--- config.mk ---
export PLATFORM = sky130hd
export DESIGN_NAME = j1_stack_param
export DESIGN_NICKNAME = d
export VERILOG_FILES = /design/src/rtl/j1_stack_param.sv
export SDC_FILE = /design/constraint.sdc
export NUM_CORES = 1
export LEC_CHECK = 0
export CAP_MARGIN = 30
export CELL_PAD_IN_SITES_DETAIL_PLACEMENT = 1
export CELL_PAD_IN_SITES_GLOBAL_PLACEMENT = 1
export CORE_ASPECT_RATIO = 0.6
export CORE_MARGIN = 2
export CORE_UTILIZATION = 40
export CTS_CLUSTER_DIAMETER = 200
export CTS_CLUSTER_SIZE = 8
export DETAILED_ROUTE_END_ITERATION = 16
export PLACE_DENSITY = 0.69
export SLEW_MARGIN = 10
export SYNTH_ARGS = -nofsm -noshare
export SYNTH_HDL_FRONTEND = slang
export SYNTH_SLANG_ARGS = --single-unit
--- constraint.sdc ---
create_clock -name clk -period 2.9 [get_ports clk]
set_input_delay 0.58 -clock clk [delete_from_list [all_inputs] [get_ports clk]]
set_output_delay 0.58 -clock clk [all_outputs]
set_load 0.02 [all_outputs]
--- src/rtl/j1_stack_param.sv ---
// Parametrised j1 data/return stack: internal pointer, signed per-cycle delta, occupancy and sticky error flags.
// Optional macro J1_STACK_GUARD_EN suppresses pointer/count/memory updates on overflow/underflow cycles.
module j1_stack_param #(
    parameter int WIDTH    = 16,
    parameter int DEPTH_L2 = 4
) (
    input  logic                clk,
    input  logic                reset,
    input  logic                stall,
    input  logic [1:0]          delta,
    input  logic                we,
    input  logic [WIDTH-1:0]    wd,
    output logic [WIDTH-1:0]    rd,
    output logic [WIDTH-1:0]    rd_peek,
    output logic [DEPTH_L2-1:0] sp,
    output logic [DEPTH_L2:0]   count,
    output logic                ovf,
    output logic                unf,
    input  logic                flag_clr
);

    localparam int DEPTH = 1 << DEPTH_L2;
    localparam logic signed [DEPTH_L2+1:0] DEPTH_S = (DEPTH_L2+2)'(DEPTH);

    logic [WIDTH-1:0]           mem_q [DEPTH];
    logic [DEPTH_L2-1:0]        sp_q, sp_d;
    logic [DEPTH_L2:0]          count_q, count_d;
    logic                       ovf_q, ovf_d;
    logic                       unf_q, unf_d;

    logic signed [DEPTH_L2+1:0] delta_sext;
    logic signed [DEPTH_L2+1:0] ncount;
    logic [DEPTH_L2-1:0]        nsp;
    logic [DEPTH_L2-1:0]        peek_idx;
    logic                       ovf_evt, unf_evt;
    logic                       suppress;
    logic                       advance;
    logic                       mem_we;

    always_comb begin
        delta_sext = {{DEPTH_L2{delta[1]}}, delta};
        ncount     = signed'({1'b0, count_q}) + delta_sext;
        nsp        = sp_q + delta_sext[DEPTH_L2-1:0];
        peek_idx   = sp_q - {{(DEPTH_L2-1){1'b0}}, 1'b1};
        ovf_evt    = !stall && (ncount > DEPTH_S);
        unf_evt    = !stall && ncount[DEPTH_L2+1];
`ifdef J1_STACK_GUARD_EN
        suppress   = ovf_evt || unf_evt;
`else
        suppress   = 1'b0;
`endif
        advance    = !stall && !suppress;
        mem_we     = advance && we && !reset;
    end

    always_comb begin
        sp_d    = sp_q;
        count_d = count_q;
        if (advance) begin
            sp_d = nsp;
            // Occupancy saturates at both ends; it never wraps with the pointer.
            if (ovf_evt)
                count_d = DEPTH_S[DEPTH_L2:0];
            else if (unf_evt)
                count_d = '0;
            else
                count_d = ncount[DEPTH_L2:0];
        end
        ovf_d = (ovf_q & ~flag_clr) | ovf_evt;
        unf_d = (unf_q & ~flag_clr) | unf_evt;
    end

    always_ff @(posedge clk) begin
        if (reset) begin
            sp_q    <= '0;
            count_q <= '0;
            ovf_q   <= 1'b0;
            unf_q   <= 1'b0;
        end else begin
            sp_q    <= sp_d;
            count_q <= count_d;
            ovf_q   <= ovf_d;
            unf_q   <= unf_d;
        end
    end

    // Contents are not reset; writes land at the post-update pointer.
    always_ff @(posedge clk) begin
        if (mem_we)
            mem_q[nsp] <= wd;
    end

    assign rd      = mem_q[sp_q];
    assign rd_peek = mem_q[peek_idx];
    assign sp      = sp_q;
    assign count   = count_q;
    assign ovf     = ovf_q;
    assign unf     = unf_q;

endmodule
==> qor.txt <==
Status: complete, but fails checks
Failing checks: setup timing
Critical path class: reg -> out
Clock power frac: 37.9%
Routed length per instance: 31.4 um
Slew HR: 61.6%
Final period util: 109%
Post-Synth Adder-Cell Area: 1.22%
Switching Fraction: 25.8%
Final GP Congestion: 0.806
Worst Tran Pin Value: 574 ps
Grt ovf: 0
Starting DRC count in detailed routing: 770
TritonCTS clock tree: built
Yosys reg bits: 271
Initial antenna violation count: 2
Total track usage: 23.1%
Seq pwr share: 39.6%
Final Hold Vio Count: 0
Max Root-Sink Buffers: 3
Synth top area cells: edfxtp_1 61%, mux4_2 29%, dfxtp_1 2.4%
Internal power: 8220 uW
Area Overhead vs Synth: 30.0%
Avg Inst Size Synth: 22.0 um2
Proportion of synthesized area in mux cells: 29.0%
Top cell type's share of synthesized area: 61.5%
Pins Over Slew Limit: 0
Num ports: 66
Number of synthesized flops with an enable pin: 256
End point of the critical path: rd_peek[13]
Post-Route Utilization: 52.5%
Drt first pass iters: 5
Hold_buf cts: 0
Core ar.: 31000 um2
Pre-CTS WS: -279 ps
Detail Route Antenna Nets: 0
Synth Area in Compound Gates: 0.850%
Cell Pwr Density: 682 nW/um2
CP Data Required Time: 2320 ps
Critical Path Start Type: flop
Synth Flop Type: edfxtp_1
Area of the die: 32700 um2
Worst-path clk slew: 50 ps
NumNets Final: 771
Worst R2R End: mem_q[4][7]
Sw power: 2860 uW
CTS H-tree depth: 2
Maximum number of pins on one net before global-route repair: 45
Reg2reg setup slack: 110 ps
Synth warn: 0
Combinational share of power: 22.5%
Worst setup path start: sp[1]
Routed WL: 36800 um
Hold WC Path Type: reg -> reg
Fmax: 317 MHz
# fillers: 2710
Die Y: 141 um
Setup TNS Final: -5100 ps
Static Leak: 0.00525 uW
Drt drc: 0
RSZ-0062 raised after global routing: true
Worst reg-to-reg path cell count: 9
Setup violations, final: 32
CP Capture Type: output pin
Routed vias/inst: 6.17
Number of standard cells after synthesis: 568
Slack of the critical path: -258 ps
First-pass GRT wire length: 53700 um
Area leader, netlist: edfxtp_1
Sequential cell area fraction in the yosys report: 63.9%
# Max-Cap Violations: 0
Vias in the first global route: 7654
Crit-path max FO: 8
Synth Area in Simple Gates: 2.29%
Combinational family with the most area after synthesis: multiplexers
Via count: 7224
Synth cell types: 38
Worst Clk Skew: 32.6 ps
Chip width: 232 um
Critical register-to-register path startpoint: sp[0]
Cell Area, Synth: 12500 um2
Clock root buffer: clkbuf_16
Maximum VDD drop: 408 uV
TritonCTS sink count: 271
Initial Util: 40.4%
Minimum clock period: 3160 ps
Share of post-route cells with drive strength above 1: 49.1%
Post-synthesis xor/xnor area fraction: 0.990%
Num CTS Buffers: 39
Synth Net Count: 602
Post-DP HPWL: 21700 um
Worst skew pair latency: 540 ps
FP Rows: 50
Count of input and output buffers: 65
Ys async rst share: 0%
Critical path arrival: 2580 ps
==> metal layers <==
metal | vias to the layer above | share of wire, % | track usage [%]
li1 | 2851 | - | -
met1 | 3939 | 41 | 32.4
met2 | 366 | 48 | 36.9
met3 | 68 | 8.0 | 5.04
met4 | 0 | 2.3 | 6.11
met5 | - | 0 | 0
==> stage by stage <==
step           area (um2)  power, uW  instances  hold WS (ps)
5_1_grt             16300      11400       1169           530
4_1_cts             16200      11100       1168           498
2_1_floorplan       12600       5700        568           556
6_report            16300      11100       1170           498
3_3_place_gp        14400       6560       1080           464
3_5_place_dp        14400       6590       1080           490
==> power groups by stage <==
stage	logic [uW]	registers, uW	clock network (uW)
after detailed placement	2140	4460	0
after CTS	2480	4380	4250
after global routing	2610	4390	4420
final	2500	4390	4200
after floorplan	1250	4460	0
after global placement	2110	4450	0
==> cells in the mapped netlist, drive strengths merged (3+ instances only) <==
| cell | count |
|---|---|
| a21oi | 5 |
| buf | 26 |
| clkbuf | 15 |
| dfxtp | 15 |
| edfxtp | 256 |
| ha | 9 |
| inv | 3 |
| mux4 | 160 |
| nand2 | 11 |
| nand3b | 3 |
| nor2 | 15 |
| nor3 | 9 |
| nor4b | 3 |
| o21ai | 3 |
| o22ai | 3 |
| or3b | 3 |
| xnor2 | 4 |
| xor2 | 4 |
==> how the worst min path moves through the flow <==
stage,startpoint,endpoint,cells past startpoint
finish,count[3],count[3],2
global placement,ovf,ovf,2
global route,count[2],count[2],2
CTS,count[3],count[3],2
floorplan,count[3],count[3],2
detailed placement,count[3],count[3],2
==> placed cells by master (no fill, tap or decap), types with 8 or more instances in the layout <==
cell type        synthesis  final
nor2_2                   0      8
buf_16                   0     14
edfxtp_1               256    256
clkbuf_16                0     42
buf_4                    5     51
ha_1                     9      8
nand2_1                 11     10
clkbuf_1                15     15
clkdlybuf4s50_1          0     33
buf_6                    4     32
mux4_2                 160    160
buf_12                   0     34
dfxtp_1                 15     12
==> cell type report <==
type	count	area [um2]	share of cell area, %
Multi-Input combinational cell	253	4430	27.3
Antenna cell	2	5.00	0.0308
Inverter	3	13.8	0.0847
Clock buffer	56	1080	6.66
Tap cell	416	520	3.20
Timing Repair Buffer	169	2200	13.6
Sequential cell	271	8000	49.2
==> cells by family after synthesis <==
kind of cell | Yosys count
flops | 271
mux | 162
simple gates | 53
buf+inv | 44
compound gates | 17
fa+ha+maj | 11
xor+xnor | 10
==> worst max-delay path, cell delays in order, from the launching register on <==
cell and delay (ps):
dfxtp_1 360, inv_2 60, ha_4 350, buf_12 160, buf_12 120, mux4_2 310, mux4_2 510, buf_6 150
==> registers in the layout (all words and copies together), names as in the netlist, named ones only <==
| name | cells |
|---|---|
| count | 5 |
| mem_q | 256 |
| ovf | 1 |
| sp | 4 |
| unf | 1 |
==> repair_timing <==
item,in CTS,in global routing
gates cloned,14,1
pin swaps,1,1
gates resized for setup,210,16
setup buffers,18,3
endpoints found under the setup margin,32,52
No activity file was read; power rests on OpenSTA's default activity.
